**config.mk**
```make
export PLATFORM = sky130hd
export DESIGN_NAME = nibble_sort_ctrl
export DESIGN_NICKNAME = d
export VERILOG_FILES = /design/src/rtl/nibble_sort_ctrl_pkg.sv /design/src/rtl/nibble_sort_ctrl_cmp.sv /design/src/rtl/nibble_sort_ctrl.sv
export SDC_FILE = /design/constraint.sdc
export NUM_CORES = 1
export LEC_CHECK = 0
export CAP_MARGIN = 25
export CORE_ASPECT_RATIO = 1.5
export CORE_MARGIN = 4
export CORE_UTILIZATION = 46
export CTS_CLUSTER_DIAMETER = 50
export DETAILED_ROUTE_END_ITERATION = 8
export GPL_TIMING_DRIVEN = 0
export PLACE_DENSITY = 0.65
export RECOVER_POWER = 100
export SLEW_MARGIN = 30
export SYNTH_ARGS = -nofsm -noshare
export SYNTH_HDL_FRONTEND = slang
export SYNTH_HIERARCHICAL = 1
export SYNTH_SLANG_ARGS = --single-unit
```
**constraint.sdc**
```tcl
create_clock -name clk -period 6.7 [get_ports clk]
set_input_delay 1.675 -clock clk [delete_from_list [all_inputs] [get_ports clk]]
set_output_delay 1.675 -clock clk [all_outputs]
set_load 0.02 [all_outputs]
```
**src/rtl/nibble_sort_ctrl_pkg.sv**
```systemverilog
// rtl/nibble_sort_ctrl_pkg.sv - shared types and sizes for the nibble sorter
package nibble_sort_ctrl_pkg;

    localparam int DEPTH  = 4;
    localparam int DATA_W = 4;
    localparam int SWAP_W = 3;

    typedef enum logic [1:0] {
        IDLE  = 2'd0,
        SORT  = 2'd1,
        DRAIN = 2'd2
    } state_t;

endpackage

```
**src/rtl/nibble_sort_ctrl_cmp.sv**
```systemverilog
// rtl/nibble_sort_ctrl_cmp.sv - unsigned nibble comparator, exactly one flag high
module cmp_nibble
    import nibble_sort_ctrl_pkg::*;
(
    input  logic [DATA_W-1:0] a,
    input  logic [DATA_W-1:0] b,
    output logic              gt,
    output logic              eq,
    output logic              lt
);

    // Pure combinational magnitude compare.
    always_comb begin
        gt = (a > b);
        eq = (a == b);
        lt = (a < b);
    end

endmodule

```
**src/rtl/nibble_sort_ctrl.sv**
```systemverilog
// rtl/nibble_sort_ctrl.sv - 4-entry bubble sorter with load, sort and drain phases
module nibble_sort_ctrl
    import nibble_sort_ctrl_pkg::*;
(
    input  logic              clk,
    input  logic              rst_n,
    input  logic              load_valid,
    input  logic [DATA_W-1:0] load_data,
    output logic              load_ready,
    input  logic              start,
    output logic              busy,
    output logic              out_valid,
    output logic [DATA_W-1:0] out_data,
    input  logic              out_ready,
    output logic              done,
    output logic [SWAP_W-1:0] swap_count
);

    state_t            state;
    logic [DATA_W-1:0] mem [DEPTH];
    logic [2:0]        count;
    logic [1:0]        rd_ptr;
    logic [1:0]        idx;
    logic [1:0]        idx_nx;
    logic [1:0]        pass;
    logic              pass_swapped;
    logic              gt;
    logic              eq;
    logic              lt;
    logic              in_order;

    // The single comparator always looks at the pair selected by idx.
    cmp_nibble u_cmp (
        .a  (mem[idx]),
        .b  (mem[idx_nx]),
        .gt (gt),
        .eq (eq),
        .lt (lt)
    );

    // Pair pointer and "current pair needs no swap" decode.
    always_comb begin
        idx_nx   = idx + 2'd1;
        in_order = lt | eq;
    end

    // Handshake outputs derived from state; out_data is zero outside DRAIN.
    always_comb begin
        load_ready = (state == IDLE) && (count < 3'(DEPTH));
        out_data   = out_valid ? mem[rd_ptr] : '0;
    end

    // Main controller: buffer fill, one compare per cycle, then drain.
    always_ff @(posedge clk or negedge rst_n) begin
        if (!rst_n) begin
            state        <= IDLE;
            count        <= '0;
            rd_ptr       <= '0;
            idx          <= '0;
            pass         <= '0;
            pass_swapped <= 1'b0;
            swap_count   <= '0;
            busy         <= 1'b0;
            out_valid    <= 1'b0;
            done         <= 1'b0;
            for (int k = 0; k < DEPTH; k++) mem[k] <= '0;
        end else begin
            done <= 1'b0;
            case (state)
                IDLE: begin
                    // A load wins over start; start only counts with a full buffer.
                    if (load_valid && load_ready) begin
                        mem[count[1:0]] <= load_data;
                        count           <= count + 3'd1;
                    end else if (start && (count == 3'(DEPTH))) begin
                        state        <= SORT;
                        busy         <= 1'b1;
                        swap_count   <= '0;
                        pass         <= '0;
                        idx          <= '0;
                        pass_swapped <= 1'b0;
                    end
                end
                SORT: begin
                    if (gt) begin
                        mem[idx]    <= mem[idx_nx];
                        mem[idx_nx] <= mem[idx];
                        swap_count  <= swap_count + 3'd1;
                    end
                    if (idx == 2'd2) begin
                        // Stop on a clean pass or after the third pass.
                        if ((!pass_swapped && in_order) || (pass == 2'd2)) begin
                            state     <= DRAIN;
                            busy      <= 1'b0;
                            out_valid <= 1'b1;
                            rd_ptr    <= '0;
                        end else begin
                            pass         <= pass + 2'd1;
                            idx          <= '0;
                            pass_swapped <= 1'b0;
                        end
                    end else begin
                        idx          <= idx_nx;
                        pass_swapped <= pass_swapped | gt;
                    end
                end
                DRAIN: begin
                    if (out_ready) begin
                        if (rd_ptr == 2'(DEPTH - 1)) begin
                            state     <= IDLE;
                            out_valid <= 1'b0;
                            done      <= 1'b1;
                            count     <= '0;
                            rd_ptr    <= '0;
                        end else begin
                            rd_ptr <= rd_ptr + 2'd1;
                        end
                    end
                end
                default: begin
                    state <= IDLE;
                end
            endcase
        end
    end

endmodule

```
# Word-level counts from Yosys, hierarchy flattened

Index checks and enable logic that the tools add are counted.

Reduce and logical (&&, ||, !) cells: 22
Equality and inequality tests: 17
Bitwise logic cells: 6
Mux-type cells: 68
$add $sub $neg: 5
Magnitude comparators: 10

Operators by type and width:

| cell                                                                          | number |
|---|---|
| 16-bit bitwise mux                                                            | 3 |
| 4-bit two-way mux                                                             | 10 |
| 16-bit two-way mux                                                            | 2 |
| 2-bit two-way mux                                                             | 16 |
| 16-bit one-hot mux with 2 select lines                                        | 1 |
| 4-bit binary-select mux with 2-bit select                                     | 3 |
| 4-bit demux with 2-bit select                                                 | 3 |
| 3-bit two-way mux                                                             | 6 |
| 4-bit AND reduction                                                           | 4 |
| 1-bit two-way mux                                                             | 15 |
| 5-bit AND reduction                                                           | 3 |
| 2-bit != test (second input constant)                                         | 7 |
| 3-bit greater-or-equal comparator (second input constant)                     | 4 |
| 2-bit NOT with 3-bit output                                                   | 4 |
| 2-bit one-hot mux with 2 select lines                                         | 3 |
| 3-bit one-hot mux with 2 select lines                                         | 2 |
| 3-bit by 1-bit less-than comparator with 1-bit output (second input constant) | 3 |
| 2-bit equality test (second input constant)                                   | 4 |
| 1-bit logical AND                                                             | 7 |
| 2-bit by 1-bit adder with 2-bit output (second input constant)                | 3 |
| 3-bit by 1-bit adder with 3-bit output (second input constant)                | 2 |
| 1-bit one-hot mux with 2 select lines                                         | 3 |
| 2-bit one-hot mux with 3 select lines                                         | 1 |
| 6-bit AND reduction                                                           | 1 |
| 14 further kinds                                                              | 18 |

Logic and storage cells: 142
Input bits: 9
Register bits: 34
Output and inout bits: 11

# Longest topological paths before layout

Depth in word-level cells: 12
Mapped depth: 17
Mapped depth without buffers: 14

# By module

Netlist, hierarchy kept.

By module, submodules not included:

| module           | times used | cells each | sequential area each (µm²) | area an instance (µm²) |
|---|---|---|---|---|
| nibble_sort_ctrl | 1          | 258        | 850.8                      | 2,498.6 |
| cmp_nibble       | 1          | 16         | 0.0                        | 128.9 |

# Worst setup path before layout

OpenSTA, ideal clock, no wires.

Path kind: register -> register
From: register idx[0]
To: register mem[10] (netlist name)
Required time: 6,575 ps
Data arrival time: 3,339 ps
Path slack: 3,236 ps
Path buffers: 3
Period minus slack after synthesis: 3,464 ps
Cell stages (with the launch flop): 17
Setup time: 125 ps
Cell sequence: dfrtp_1 buf_6 buf_2 inv_1 ha_1 clkbuf_1 mux2_1 nor2_1 nor2_1 inv_1 ha_1 nand2_1 nor2_1 a21oi_2 a32oi_1 a21oi_1 mux2_2

Elaborated cells between the ends (all ways): 26
Classes of those cells: 1 x add/sub; 5 x order compare; 1 x eq/ne; 14 x mux; 2 x bitwise; 3 x reduce/logical

RTL lines:

| element                                              | line                       | RTL |
|---|---|---|
| start: declaration                                   | nibble_sort_ctrl.sv:23     | `logic [1:0] idx;` |
| start signal: assignment                             | nibble_sort_ctrl.sv:103    | `idx <= idx_nx;` |
| 2-bit by 1-bit adder with 2-bit output               | nibble_sort_ctrl.sv:43     | `idx_nx = idx + 2'd1;` |
| 2-bit NOT with 3-bit output (implied by the code)    | nibble_sort_ctrl.sv:35     | `.b (mem[idx_nx]),` |
| 4-bit binary-select mux with 2-bit select            | nibble_sort_ctrl.sv:35     |  |
| 4-bit two-way mux (implied by the code) (2 in a row) | nibble_sort_ctrl.sv:35     |  |
| 4-bit > comparator *                                 | nibble_sort_ctrl_cmp.sv:14 | `gt = (a > b);` |
| net gt                                               | nibble_sort_ctrl.sv:27     | `logic gt;` |
| 2-bit != test (no source line) *                     | -                          |  |
| 3-bit AND reduction (no source line) *               | -                          |  |
| end signal: indexed assignment                       | nibble_sort_ctrl.sv:73     | `mem[count[1:0]] <= load_data;` |
| end signal: indexed assignment                       | nibble_sort_ctrl.sv:86     | `mem[idx] <= mem[idx_nx];` |
| end signal: indexed assignment                       | nibble_sort_ctrl.sv:87     | `mem[idx_nx] <= mem[idx];` |
| end: declaration                                     | nibble_sort_ctrl.sv:20     | `logic [DATA_W-1:0] mem [DEPTH];` |

The timed path passes the listed nets; every way through them passes the cells marked *. The select of a mux whose other input is x is not followed.
A chain may end at the register's enable or synchronous reset.

# Final worst setup path

From: register idx[0]
To: register mem[5] (netlist name)

Same word-level chain as after synthesis.

==> flow_metrics.py <==
metrics = {
    "outcome": {
        "status": "finished, final reports clean",
    },
    "power_and_ir_drop": {
        "powerDensity_nw_per_um2": 433,
        "p_leak_nw": 1.28,
        "vdd_drop_max_uv": 184,
    },
    "cts": {
        "cts-root-buf": "clkbuf_8",
        "ctsResizeCount": 0,
        "cts.sinks": 34,
        "htreeDepth": 2,
        "insertion_delay_ps": 290,
        "clk_pin_slew_ps": 70,
        "cts_buffers": 5,
        "cts_tree": "done",
        "hold_buffers": 0,
        "post_cts.repair.setup_buffers": 0,
        "cts_buffer_depth": 2,
    },
    "setup_path": {
        "crit_arrival_ps": 5180,
        "path_class": "register to register",
        "endpoint_kind": "register",
        "cp_data_required_time_ps": 6870,
        "startpoint_type": "register",
        "cp_max_fo": 10,
    },
    "timing": {
        "fin_crit_sh_pct": 74.9,
        "rsz0062_at_grt": "no",
        "fin_skew_ps": 7.10,
        "fmax_ghz": 0.199,
        "relSlewSlack_pct": 34.2,
        "drv_slew": 0,
        "finalHoldViolCount": 0,
        "min_period_ps": 5020,
        "setup_tns_ps": 0,
        "setup_violations": 0,
        "worst-slew-pin-transition_ps": 987,
    },
    "finish": {
        "layout_commonest_cell": "dfrtp_1",
        "fill_cells": 542,
        "nets": 329,
        "fin_util_pct": 54.0,
        "drive_above_1_share_pct": 11.6,
        "synthToLayoutAreaGrowth_pct": 12.8,
        "n_antenna_cell": 0,
        "final_cell_mix": "dfrtp_1 (34), nand3_1 (20), o21ai_1 (20)",
    },
    "routing": {
        "first_iter_violations": 193,
        "num_vias": 2319,
        "drc": 0,
        "viasPerCell": 6.23,
        "drt.antenna.violating_nets": 0,
        "routedWlPerCell_um": 18.9,
        "totalWireLength_um": 7030,
        "drtPass1Iterations": 5,
    },
    "global_routing": {
        "grt_overflow": 0,
        "grt_use_total_pct": 21.4,
        "grt_pass1_wl_um": 11800,
        "grt_antenna_before_repair": 0,
        "grt_pass1_vias": 2410,
        "grt_max_degree": 19,
    },
    "synth": {
        "syn_area_sq_um": 2630,
        "syn_inst": 274,
        "synth-edff-count": 0,
        "synth_flop_cell": "dfrtp_1",
        "netlist-cell-type-count": 37,
        "avgSynthCellArea_sq_um": 9.59,
        "synth-warning-count": 6,
        "synth-seq-cells": 34,
        "ys_seq_area_share_pct": 32.4,
        "synthArstFlopShare_pct": 100,
        "synth_fp_nets": 302,
    },
    "placed_design": {
        "io_buffers": 19,
        "dp_hpwl_um": 5310,
        "gp_congestion": 0.992,
    },
    "job": {
        "cap_violations": 0,
    },
    "floorplanning": {
        "die_h_um": 101,
        "die_x_um": 69.7,
        "die-area_sq_um": 7010,
        "num_rows": 33,
        "core-area_sq_um": 5490,
        "start_util_pct": 47.8,
        "io_pins": 20,
    },
    "hold_path": {
        "hp-class": "register to register",
    },
}
layout make-up:
type | instances | area (sq um) | share of cell area (%)
Multi-Input combinational cell | 209 | 1620 | 54.8
Sequential cell | 34 | 851 | 28.7
Timing Repair Buffer | 20 | 188 | 6.33
Tap cell | 70 | 87.6 | 2.96
Clock buffer | 7 | 86.3 | 2.91
Buffer | 15 | 61.3 | 2.07
Inverter | 16 | 60.1 | 2.03
Clock inverter | 1 | 5.00 | 0.169
cell families (layout without fill, tap and decap cells):
group                      after synthesis  after routing  share of synthesized area, %
muxes                                   36             36                          19.2
DFF                                     34             34                          32.4
and+or+nand+nor                         82             82                          15.8
buffers and inverters                   31             59                          4.95
adders and majority gates               19             19                          9.05
AOI/OAI and AO/OA                       72             72                          18.6
flip-flops by register name, indices dropped and copies added (netlist names):
signal,count
state,2
swap_count,3
pass,2
out_valid,1
done,1
busy,1
pass_swapped,1
idx,2
mem,16
count,3
rd_ptr,2
stage by stage:
| stage | power, mW | hold slack [ps] | worst slack (ps) | instance area [sq um] | instances |
|---|---|---|---|---|---|
| floorplan | 0.970 | 460 | 3240 | 2630 | 274 |
| global placement | 1.16 | 477 | 2410 | 2910 | 363 |
| detailed placement | 1.18 | 492 | 2420 | 2930 | 364 |
| CTS | 1.34 | 501 | 2390 | 3020 | 372 |
| global route | 1.41 | 536 | 1290 | 2960 | 372 |
| finish | 1.28 | 503 | 1690 | 2960 | 372 |
final timing paths:
check,from,cells past startpoint,to,slack (ps)
hold reg to reg,pass[0]$_DFFE_PN0P_,1,pass[0]$_DFFE_PN0P_,500
max in group asynchronous,rst_n,2,mem[13]$_DFFE_PN0P_,3810
min in group asynchronous,rst_n,1,rd_ptr[1]$_DFFE_PN0P_,1500
hold / removal,pass[0]$_DFFE_PN0P_,1,pass[0]$_DFFE_PN0P_,500
setup / recovery,idx[0]$_DFFE_PN0P_,16,mem[5]$_DFFE_PN0P_,1690
setup reg to reg,idx[0]$_DFFE_PN0P_,16,mem[5]$_DFFE_PN0P_,1690
synthesized netlist by cell type (5+ instances only):
cell type / count / area [sq um]
dfrtp_1: 34 / 851
nand3_1: 20 / 100
o21ai_1: 20 / 100
ha_1: 19 / 238
nor2_1: 19 / 71.3
nand2_1: 18 / 67.6
a222oi_1: 16 / 160
inv_1: 16 / 60.1
mux2_2: 12 / 135
a21oi_1: 11 / 55.1
o21ai_0: 10 / 50.1
clkbuf_1: 9 / 33.8
mux2_1: 8 / 90.1
mux4_2: 8 / 180
and2_1: 5 / 31.3
buf_2: 5 / 25.0
nor3b_1: 5 / 37.5
layer usage:
layer	track usage (%)	share of wire (%)
met1	23.6	39
met5	0	0
met2	37.8	50
met4	13.1	5.9
met3	4.09	5.1
worst max-delay path: stages, from the launching register on:
cell and delay, ps:
dfrtp_1 440, clkbuf_1 440, clkbuf_1 390, inv_1 260
ha_1 340, clkbuf_1 400, mux2_1 450, nor2_1 110
nor2_1 50, inv_1 50, ha_1 230, nand2_1 90
nor2_1 70, a21oi_1 340, a32oi_1 190, a21oi_1 620
mux2_2 410
power by group:
group | total (mW) | switching, mW | internal [mW]
Sequential | 0.343 | 0.0649 | 0.278
Combinational | 0.781 | 0.469 | 0.313
Clock | 0.159 | 0.0756 | 0.0830
Total | 1.28 | 0.609 | 0.674
Power figures use the tool's default switching activity.
